--- src/rtl/gpio_cmd_sender_pkg.sv ---
// Shared definitions for the GPIO command protocol: command codes, idle code and
// sender FSM state encoding.
package gpio_cmd_sender_pkg;

    localparam logic [2:0] KERNEL_LOAD  = 3'd0;
    localparam logic [2:0] IMGSIZE_LOAD = 3'd1;
    localparam logic [2:0] IMG_LOAD     = 3'd2;
    localparam logic [2:0] DATA_REQ     = 3'd3;
    localparam logic [2:0] IMG_FINISHED = 3'd4;

    // DATA_REQ is a no-op in the control block, so it doubles as the resting code.
    localparam logic [2:0] IDLE_CTRL = DATA_REQ;

    localparam int unsigned TIMER_W = 16;

    typedef enum logic [2:0] {
        StIdle,
        StSetup,
        StPulse,
        StGap,
        StRead,
        StWaitSop,
        StWaitEop,
        StResp
    } state_e;

    function automatic logic is_legal_code(input logic [2:0] code);
        return code <= IMG_FINISHED;
    endfunction

endpackage

--- src/rtl/cycle_timer.sv ---
// Loadable down-counter that stops at zero; zero_o flags the last cycle of a phase
// when loaded with (phase length - 1).
module cycle_timer #(
    parameter int unsigned Width = 16
) (
    input  logic             clk_i,
    input  logic             rst_i,
    input  logic             load_i,
    input  logic [Width-1:0] load_val_i,
    output logic             zero_o
);

    logic [Width-1:0] cnt_d, cnt_q;

    always_comb begin
        cnt_d = cnt_q;
        if (load_i) begin
            cnt_d = load_val_i;
        end else if (cnt_q != '0) begin
            cnt_d = cnt_q - 1'b1;
        end
    end

    always_ff @(posedge clk_i or posedge rst_i) begin
        if (rst_i) begin
            cnt_q <= '0;
        end else begin
            cnt_q <= cnt_d;
        end
    end

    assign zero_o = (cnt_q == '0);

endmodule

--- src/rtl/gpio_cmd_sender.sv ---
// Host-side GPIO command initiator: turns handshaked commands into timed
// ctrl/data/strobe transactions, captures read data and supervises runs.
module gpio_cmd_sender
    import gpio_cmd_sender_pkg::*;
#(
    parameter int unsigned SETUP_CYC   = 2,
    parameter int unsigned PULSE_CYC   = 2,
    parameter int unsigned GAP_CYC     = 2,
    parameter int unsigned READ_LAT    = 2,
    parameter int unsigned EOP_TIMEOUT = 1048576
) (
    input  logic        i_CLK,
    input  logic        i_rst,
    input  logic        i_cmd_valid,
    output logic        o_cmd_ready,
    input  logic [2:0]  i_cmd_code,
    input  logic [23:0] i_cmd_data,
    output logic [2:0]  o_GPIOctrl,
    output logic [23:0] o_GPIOdata,
    output logic        o_GPIOvalid,
    input  logic [31:0] i_GPIOdata_rd,
    input  logic        i_SoP,
    input  logic        i_EOP,
    output logic        o_rsp_valid,
    output logic [31:0] o_rsp_data,
    output logic        o_rsp_err,
    output logic        o_busy
);

    localparam logic [TIMER_W-1:0] SetupLoad = TIMER_W'(SETUP_CYC - 1);
    localparam logic [TIMER_W-1:0] PulseLoad = TIMER_W'(PULSE_CYC - 1);
    localparam logic [TIMER_W-1:0] GapLoad   = TIMER_W'(GAP_CYC - 1);
    localparam logic [TIMER_W-1:0] ReadLoad  = TIMER_W'(READ_LAT - 1);
    localparam logic [31:0]        TimeoutCnt = 32'(EOP_TIMEOUT);

    state_e       state_d, state_q;
    logic [2:0]   ctrl_d, ctrl_q;
    logic [23:0]  data_d, data_q;
    logic [2:0]   code_d, code_q;
    logic         rsp_valid_d, rsp_valid_q;
    logic [31:0]  rsp_data_d, rsp_data_q;
    logic         rsp_err_d, rsp_err_q;
    logic [31:0]  sup_d, sup_q;
    logic [31:0]  sup_inc;
    logic         supervising;
    logic         timeout;

    logic               tmr_load;
    logic [TIMER_W-1:0] tmr_val;
    logic               tmr_zero;

    cycle_timer #(
        .Width (TIMER_W)
    ) u_timer (
        .clk_i      (i_CLK),
        .rst_i      (i_rst),
        .load_i     (tmr_load),
        .load_val_i (tmr_val),
        .zero_o     (tmr_zero)
    );

    assign supervising = (state_q == StWaitSop) || (state_q == StWaitEop);
    assign sup_inc     = (sup_q == '1) ? sup_q : sup_q + 32'd1;
    // Value the counter holds after this cycle's increment; reported at exit.
    assign timeout     = supervising && (sup_inc >= TimeoutCnt);

    always_comb begin
        state_d     = state_q;
        ctrl_d      = ctrl_q;
        data_d      = data_q;
        code_d      = code_q;
        rsp_valid_d = 1'b0;
        rsp_data_d  = rsp_data_q;
        rsp_err_d   = rsp_err_q;
        sup_d       = supervising ? sup_inc : sup_q;
        tmr_load    = 1'b0;
        tmr_val     = '0;

        unique case (state_q)
            StIdle: begin
                if (i_cmd_valid) begin
                    code_d = i_cmd_code;
                    if (is_legal_code(i_cmd_code)) begin
                        ctrl_d   = i_cmd_code;
                        data_d   = i_cmd_data;
                        tmr_load = 1'b1;
                        tmr_val  = SetupLoad;
                        state_d  = StSetup;
                    end else begin
                        rsp_data_d = '0;
                        rsp_err_d  = 1'b1;
                        state_d    = StResp;
                    end
                end
            end
            StSetup: begin
                if (tmr_zero) begin
                    tmr_load = 1'b1;
                    if (code_q == DATA_REQ) begin
                        tmr_val = ReadLoad;
                        state_d = StRead;
                    end else begin
                        tmr_val = PulseLoad;
                        state_d = StPulse;
                    end
                end
            end
            StPulse: begin
                if (tmr_zero) begin
                    tmr_load = 1'b1;
                    tmr_val  = GapLoad;
                    state_d  = StGap;
                end
            end
            StGap: begin
                if (tmr_zero) begin
                    if (code_q == IMG_FINISHED) begin
                        sup_d   = '0;
                        state_d = StWaitSop;
                    end else begin
                        ctrl_d  = IDLE_CTRL;
                        state_d = StIdle;
                    end
                end
            end
            StRead: begin
                if (tmr_zero) begin
                    rsp_data_d = i_GPIOdata_rd;
                    rsp_err_d  = 1'b0;
                    state_d    = StResp;
                end
            end
            StWaitSop: begin
                if (timeout) begin
                    rsp_data_d = sup_inc;
                    rsp_err_d  = 1'b1;
                    state_d    = StResp;
                end else if (i_SoP) begin
                    state_d = StWaitEop;
                end
            end
            StWaitEop: begin
                // EOP is sticky upstream, so only a fall of SoP with EOP set ends the run.
                if (timeout) begin
                    rsp_data_d = sup_inc;
                    rsp_err_d  = 1'b1;
                    state_d    = StResp;
                end else if (!i_SoP && i_EOP) begin
                    rsp_data_d = sup_inc;
                    rsp_err_d  = 1'b0;
                    state_d    = StResp;
                end
            end
            StResp: begin
                // First cycle raises the strobe, second cycle retires to idle.
                ctrl_d = IDLE_CTRL;
                if (!rsp_valid_q) begin
                    rsp_valid_d = 1'b1;
                end else begin
                    state_d = StIdle;
                end
            end
            default: begin
                ctrl_d  = IDLE_CTRL;
                state_d = StIdle;
            end
        endcase
    end

    always_ff @(posedge i_CLK or posedge i_rst) begin
        if (i_rst) begin
            state_q     <= StIdle;
            ctrl_q      <= IDLE_CTRL;
            data_q      <= '0;
            code_q      <= IDLE_CTRL;
            rsp_valid_q <= 1'b0;
            rsp_data_q  <= '0;
            rsp_err_q   <= 1'b0;
            sup_q       <= '0;
        end else begin
            state_q     <= state_d;
            ctrl_q      <= ctrl_d;
            data_q      <= data_d;
            code_q      <= code_d;
            rsp_valid_q <= rsp_valid_d;
            rsp_data_q  <= rsp_data_d;
            rsp_err_q   <= rsp_err_d;
            sup_q       <= sup_d;
        end
    end

    assign o_cmd_ready = (state_q == StIdle);
    assign o_busy      = (state_q != StIdle);
    assign o_GPIOvalid = (state_q == StPulse);
    assign o_GPIOctrl  = ctrl_q;
    assign o_GPIOdata  = data_q;
    assign o_rsp_valid = rsp_valid_q;
    assign o_rsp_data  = rsp_data_q;
    assign o_rsp_err   = rsp_err_q;

endmodule

--- config.mk ---
export PLATFORM = sky130hd
export DESIGN_NAME = gpio_cmd_sender
export DESIGN_NICKNAME = d
export VERILOG_FILES = /design/src/rtl/gpio_cmd_sender_pkg.sv /design/src/rtl/cycle_timer.sv /design/src/rtl/gpio_cmd_sender.sv
export SDC_FILE = /design/constraint.sdc
export NUM_CORES = 1
export LEC_CHECK = 0
export CAP_MARGIN = 20
export CORE_ASPECT_RATIO = 1.25
export CORE_UTILIZATION = 45
export CTS_CLUSTER_DIAMETER = 100
export DETAILED_ROUTE_END_ITERATION = 8
export PLACE_DENSITY = 0.71
export SYNTH_ARGS = -nofsm -noshare
export SYNTH_HDL_FRONTEND = slang
export SYNTH_SLANG_ARGS = --single-unit
--- constraint.sdc ---
create_clock -name i_CLK -period 7.3 [get_ports i_CLK]
set_input_delay 1.825 -clock i_CLK [delete_from_list [all_inputs] [get_ports i_CLK]]
set_output_delay 1.825 -clock i_CLK [all_outputs]
set_load 0.01 [all_outputs]
# After elaboration in Yosys (flattened, before gate mapping)
# Cells that the tools add are included.
# op_classes
reduce_logical,17
order_cmp,2
muxes,50
n_eq_ne,22
n_addsub,2
# op_table
operator,n
two-way mux 32 bit,11
one-hot mux 32 bit (4 select lines),1
two-way mux 3 bit,17
"adder 32 x 1 -> 32 bit, second input constant",1
"== test 32 bit, second input constant",1
"greater-or-equal comparator 32 x 21 -> 1 bit, second input constant",1
two-way mux 16 bit,2
one-hot mux 3 bit (8 select lines),1
zero test 16 bit,1
"inequality test 2 bit, second input constant",8
nonzero test 16 bit,1
"subtractor 16 x 1 -> 16 bit, second input constant",1
"== test 3 bit, second input constant",5
two-way mux 1 bit,14
"== test 3 x 2 -> 1 bit, second input constant",3
one-hot mux 3 bit (3 select lines),1
AND reduction 8 bit,1
AND reduction 6 bit,1
nonzero test 3 bit,2
AND reduction 5 bit,1
"inequality test 2 x 1 -> 1 bit, second input constant",2
one-hot mux 1 bit (2 select lines),2
one-hot mux 1 bit (4 select lines),1
nonzero test 4 bit,1
other kinds (12),13
# totals
input_bits,64
register_bits,115
elab_cells,102
output_inout_bits,64

# Logic depth before layout (Yosys ltp)
# logic_depth
depth_word,6
mapped_depth,13
depth_no_buf,9

# Cells and area by module
# A second synthesis with hierarchy kept.
# unflattened
cells_unflattened,668
hier_area_um2,6602.6
# by_module_without_submodules
mod,cells_per_inst,area_per_inst_um2,instances
gpio_cmd_sender,566,5609.1,1
cycle_timer,102,993.5,1

# Worst setup path before layout
# OpenSTA, ideal clock, no wires.
# synth_path
path_kind,reg2reg
startpoint,reg sup_q[0]
endpoint,reg rsp_data_q[0] (netlist: o_rsp_data[0])
n_path_buf,3
synth_period_minus_slack_ps,3489
stages_incl_launch_ff,13
arrival_ps,3364
setup_slack_ps,3811
required_time_ps,7175
path_cell_list,dfrtp_1 ha_1 nand4_1 nor4_2 a21o_1 or4b_2 xnor2_1 or4b_1 buf_2 o31a_1 buf_6 buf_6 mux2_4
# synth_between
elab_chain_cells,6
# synth_rtl
item,line,source
"start, declared",gpio_cmd_sender.sv:43,"logic [31:0] sup_d, sup_q;"
"start signal, assigned",gpio_cmd_sender.sv:188,sup_q <= sup_d;
adder 32 x 1 -> 32 bit / == test 32 bit (equally long branches),gpio_cmd_sender.sv:63,assign sup_inc = (sup_q == '1) ? sup_q : sup_q + 32'd1;
two-way mux 32 bit (*),gpio_cmd_sender.sv:63,
greater-or-equal comparator 32 x 21 -> 1 bit,gpio_cmd_sender.sv:65,assign timeout = supervising && (sup_inc >= TimeoutCnt);
logical AND 1 bit,gpio_cmd_sender.sv:65,
"inequality test 3 x 2 -> 1 bit (no line), or another cell as far along",-,
AND reduction 6 bit (no line) / one-hot mux 32 bit (4 select lines) (equally long branches),-,
"end signal, assigned",gpio_cmd_sender.sv:186,rsp_data_q <= rsp_data_d;
"end, declared",gpio_cmd_sender.sv:41,"logic [31:0] rsp_data_d, rsp_data_q;"
# Mark *: on every way between the ends. The rest lies on a longest branch, timed or not. The select of a mux whose other input is x is not followed.
# A chain may end at the register's enable or synchronous reset.

# Worst setup path after layout
# layout_path
startpoint,reg sup_q[0]
endpoint,reg rsp_data_q[4] (netlist: o_rsp_data[4])
# Same word-level chain as after synthesis.

==> results.toml <==
[sta]
setup_viol = 0
fmax_mhz = 234
fin_crit_sh = 0.584
rsz0062_at_grt = "false"
finalSetupTns_ns = 0
worst_pin_slew_ns = 0.755
skew_ns = 0.00778
max_slew_margin = 0.497
final_hold_viol_count = 0
slew_violations = 0
fin_crit_ns = 4.27

[placement]
io_buffers = 127
post_dp_cell_area_um2 = 7800
place.gp.congestion = 0.911
hpwlAfterDp_um = 11600

[setup_path]
timing.critical_path.buf_inv = 2
cp_top_family = "simple AND/OR/NAND/NOR gates"
critPathCaptureType = "register"
crit_type = "register to register"
reg2reg_depth = 11
cp_slowest_stage_delay_ns = 0.69
arrival_ns = 4.56
start_kind = "register"
r2r_end = "o_rsp_data[4]"
r2r_start = "sup_q[0]"
crit_required_ns = 7.59
path_max_fanout = 19
slowest_stage = "or4b_2"
r2r_slack_ns = 3.03
worstPathCellList = "ha_1 -> nand4_1 -> nor4_2 -> buf_4 -> a21o_1 -> or4b_2 -> xnor2_1 -> or4b_1 -> o31a_2 -> buf_16 -> mux2_4"

[floorplanning]
num_rows = 48
die_h_um = 136
io_pins = 128
fp.dieW_um = 109
core_area_um2 = 13900
start_util = 0.465
dieArea_um2 = 14800

[status]
status = "finished, final reports clean"

[drt]
ant_nets = 0
drc_errors = 0
num_vias = 5329
viasPerCell = 5.54
routed_wl_um = 16500
wire_per_inst_um = 17.2
drt_first_pass_iters = 5
drt_iter0_drc = 301

[pwr]
ir_worst_vdd_mv = 0.204
p_leak_nw = 3.52
power_mw = 2.84
power_density_nw_per_um2 = 336

[synth]
ys_top_cells_by_count = "dfrtp_1 (111), nor2_1 (78), nand2_1 (76)"
yosysUniqueCellTypes = 63
avgSynthCellArea_um2 = 9.74
synth_top_cells_by_area = "dfrtp_1 (43%), mux2_4 (6.1%), xnor2_1 (5.4%)"
synth_simple_gate_area_share = 0.194
ys_warn_count = 0
yosys.area.top_type = "dfrtp_1"
async_reset_ff_frac = 1.00
ys_seq_elements = 115
synth_cells = 662
synth_xor_xnor_area_share = 0.0964
synthFlopType = "dfrtp_1"
synth_top_family_by_area = "simple AND/OR/NAND/NOR gates"
muxShareOfSynthArea = 0.122
syn_nets = 729
synth-seq-area-share = 0.447
syn-cell-area_um2 = 6450
synthAdderAreaFrac = 0.00582
synth_compound_area_frac = 0.0931
synth_most_common_cell = "dfrtp_1"
synth-edff-count = 0
synth_top_cell_area_share = 0.431

[final_layout]
fin_area_um2 = 8440
diodes = 0
regArea_um2 = 2880
areaGrowthSynthToFinish_pct = 30.9
multiInputGateArea_um2 = 3300
n_fill_cell = 1169
layout-drive-gt1-share = 0.154
nets = 842

[global_routing]
grt-ovfl-total = 0
grt_pass1_wl_um = 26800
grt_usage = 0.236
grt_pass1_vias = 5471
grt_max_degree = 61
antenna_found_initial = 0

[hold_path]
worstHoldStart = "o_GPIOctrl[1]"
min_delay_path_depth = 2
holdPathEnd = "o_GPIOctrl[1]"
hold_path.class = "register to register"

[clock_tree]
clkTransAtPathRegs_ns = 0.05
root_buffer = "clkbuf_16"
tritoncts = "done"
numCtsBuffers = 17
hold_buffers = 0
post_cts_resized = 0
post_cts_buffers = 0
cts.htree.levels = 4
clock_sinks = 115
cts_buffer_depth = 2
clk_latency_ns = 0.41

[job]
cap_violations = 0
==> registers in the layout, indices dropped and copies added (netlist names) <==
signal         count
sup_q             32
o_rsp_data        32
o_GPIOctrl         3
u_timer.cnt_q     16
state_q            3
o_rsp_err          1
code_q             3
o_GPIOdata        24
o_rsp_valid        1
==> power by group <==
group	leakage (nW)	total, mW	switching, mW	internal (mW)
clock network	0.302	0.859	0.289	0.569
logic	1.71	0.991	0.466	0.525
registers	1.51	0.990	0.160	0.831
==> worst register-to-register path, stage by stage (launching register included) <==
cell,delay [ns]
dfrtp_1,0.44
ha_1,0.29
nand4_1,0.15
nor4_2,0.09
buf_4,0.18
a21o_1,0.27
or4b_2,0.69
xnor2_1,0.20
or4b_1,0.65
o31a_2,0.61
buf_16,0.26
mux2_4,0.32
==> placed cells by master, fill, tap and decap left out, types with 4 or more instances in the layout <==
cell type | netlist | routed
a21oi_1 | 23 | 23
and3_1 | 4 | 4
buf_4 | 1 | 7
clkbuf_16 | 0 | 17
clkbuf_8 | 0 | 4
clkdlybuf4s50_1 | 0 | 127
clkinv_2 | 0 | 4
dfrtp_1 | 111 | 111
dfstp_2 | 4 | 4
inv_1 | 15 | 14
mux2_2 | 30 | 30
mux2_4 | 26 | 26
mux2i_1 | 6 | 6
nand2_1 | 76 | 76
nand3_1 | 23 | 23
nand4_1 | 12 | 12
nor2_1 | 78 | 76
nor3_1 | 15 | 15
nor4_1 | 7 | 7
o211ai_1 | 4 | 4
o21ai_0 | 43 | 43
or3_1 | 10 | 10
xnor2_1 | 40 | 40
xor2_1 | 31 | 31
==> logic make-up after synthesis <==
| group | Yosys count |
|---|---|
| xor gates and xnor gates | 71 |
| buffers and inverters | 57 |
| muxes | 62 |
| and+or+nand+nor | 254 |
| AOI/OAI and AO/OA | 100 |
| adders and majority gates | 3 |
| DFF | 115 |
==> area by class of cell <==
| cell class | count | share of cell area |
|---|---|---|
| repair buffers | 136 | 0.162 |
| multi-input cells | 490 | 0.391 |
| clock inverters | 9 | 0.0150 |
| flip-flops and latches | 115 | 0.341 |
| well taps | 175 | 0.0259 |
| inverters | 15 | 0.00697 |
| clock buffers | 22 | 0.0574 |
==> metrics by stage <==
| stage | utilization | setup WS (ns) | hold WS [ns] | instances |
|---|---|---|---|---|
| floorplan | - | 2.44 | 0.483 | 662 |
| global placement | 0.561 | 2.84 | 0.470 | 928 |
| detailed placement | 0.562 | 2.66 | 0.472 | 929 |
| CTS | 0.606 | 2.64 | 0.480 | 960 |
| global route | 0.608 | 2.92 | 0.499 | 962 |
| finish | 0.608 | 3.03 | 0.477 | 962 |
==> worst max-delay path by stage <==
stage                       start                to  slack [ns]  cells after the start
finish                   sup_q[0]     o_rsp_data[4]        3.03                     11
floorplan                   i_rst         code_q[2]        2.44                      1
CTS                      sup_q[0]     o_rsp_data[0]        2.64                      9
global placement    i_cmd_code[0]  u_timer.cnt_q[1]        2.84                      6
global route             sup_q[0]    o_rsp_data[12]        2.92                     11
detailed placement       sup_q[0]     o_rsp_data[4]        2.66                      9
==> metal layers <==
metal,wire (um),GRT usage,vias to the layer above
met5,0,0,-
li1,-,-,2511
met4,333,0.0893,0
met2,8690,0.408,176
met3,783,0.0503,28
met1,6710,0.283,2614
Note: power is estimated with default switching activity, not from simulation.
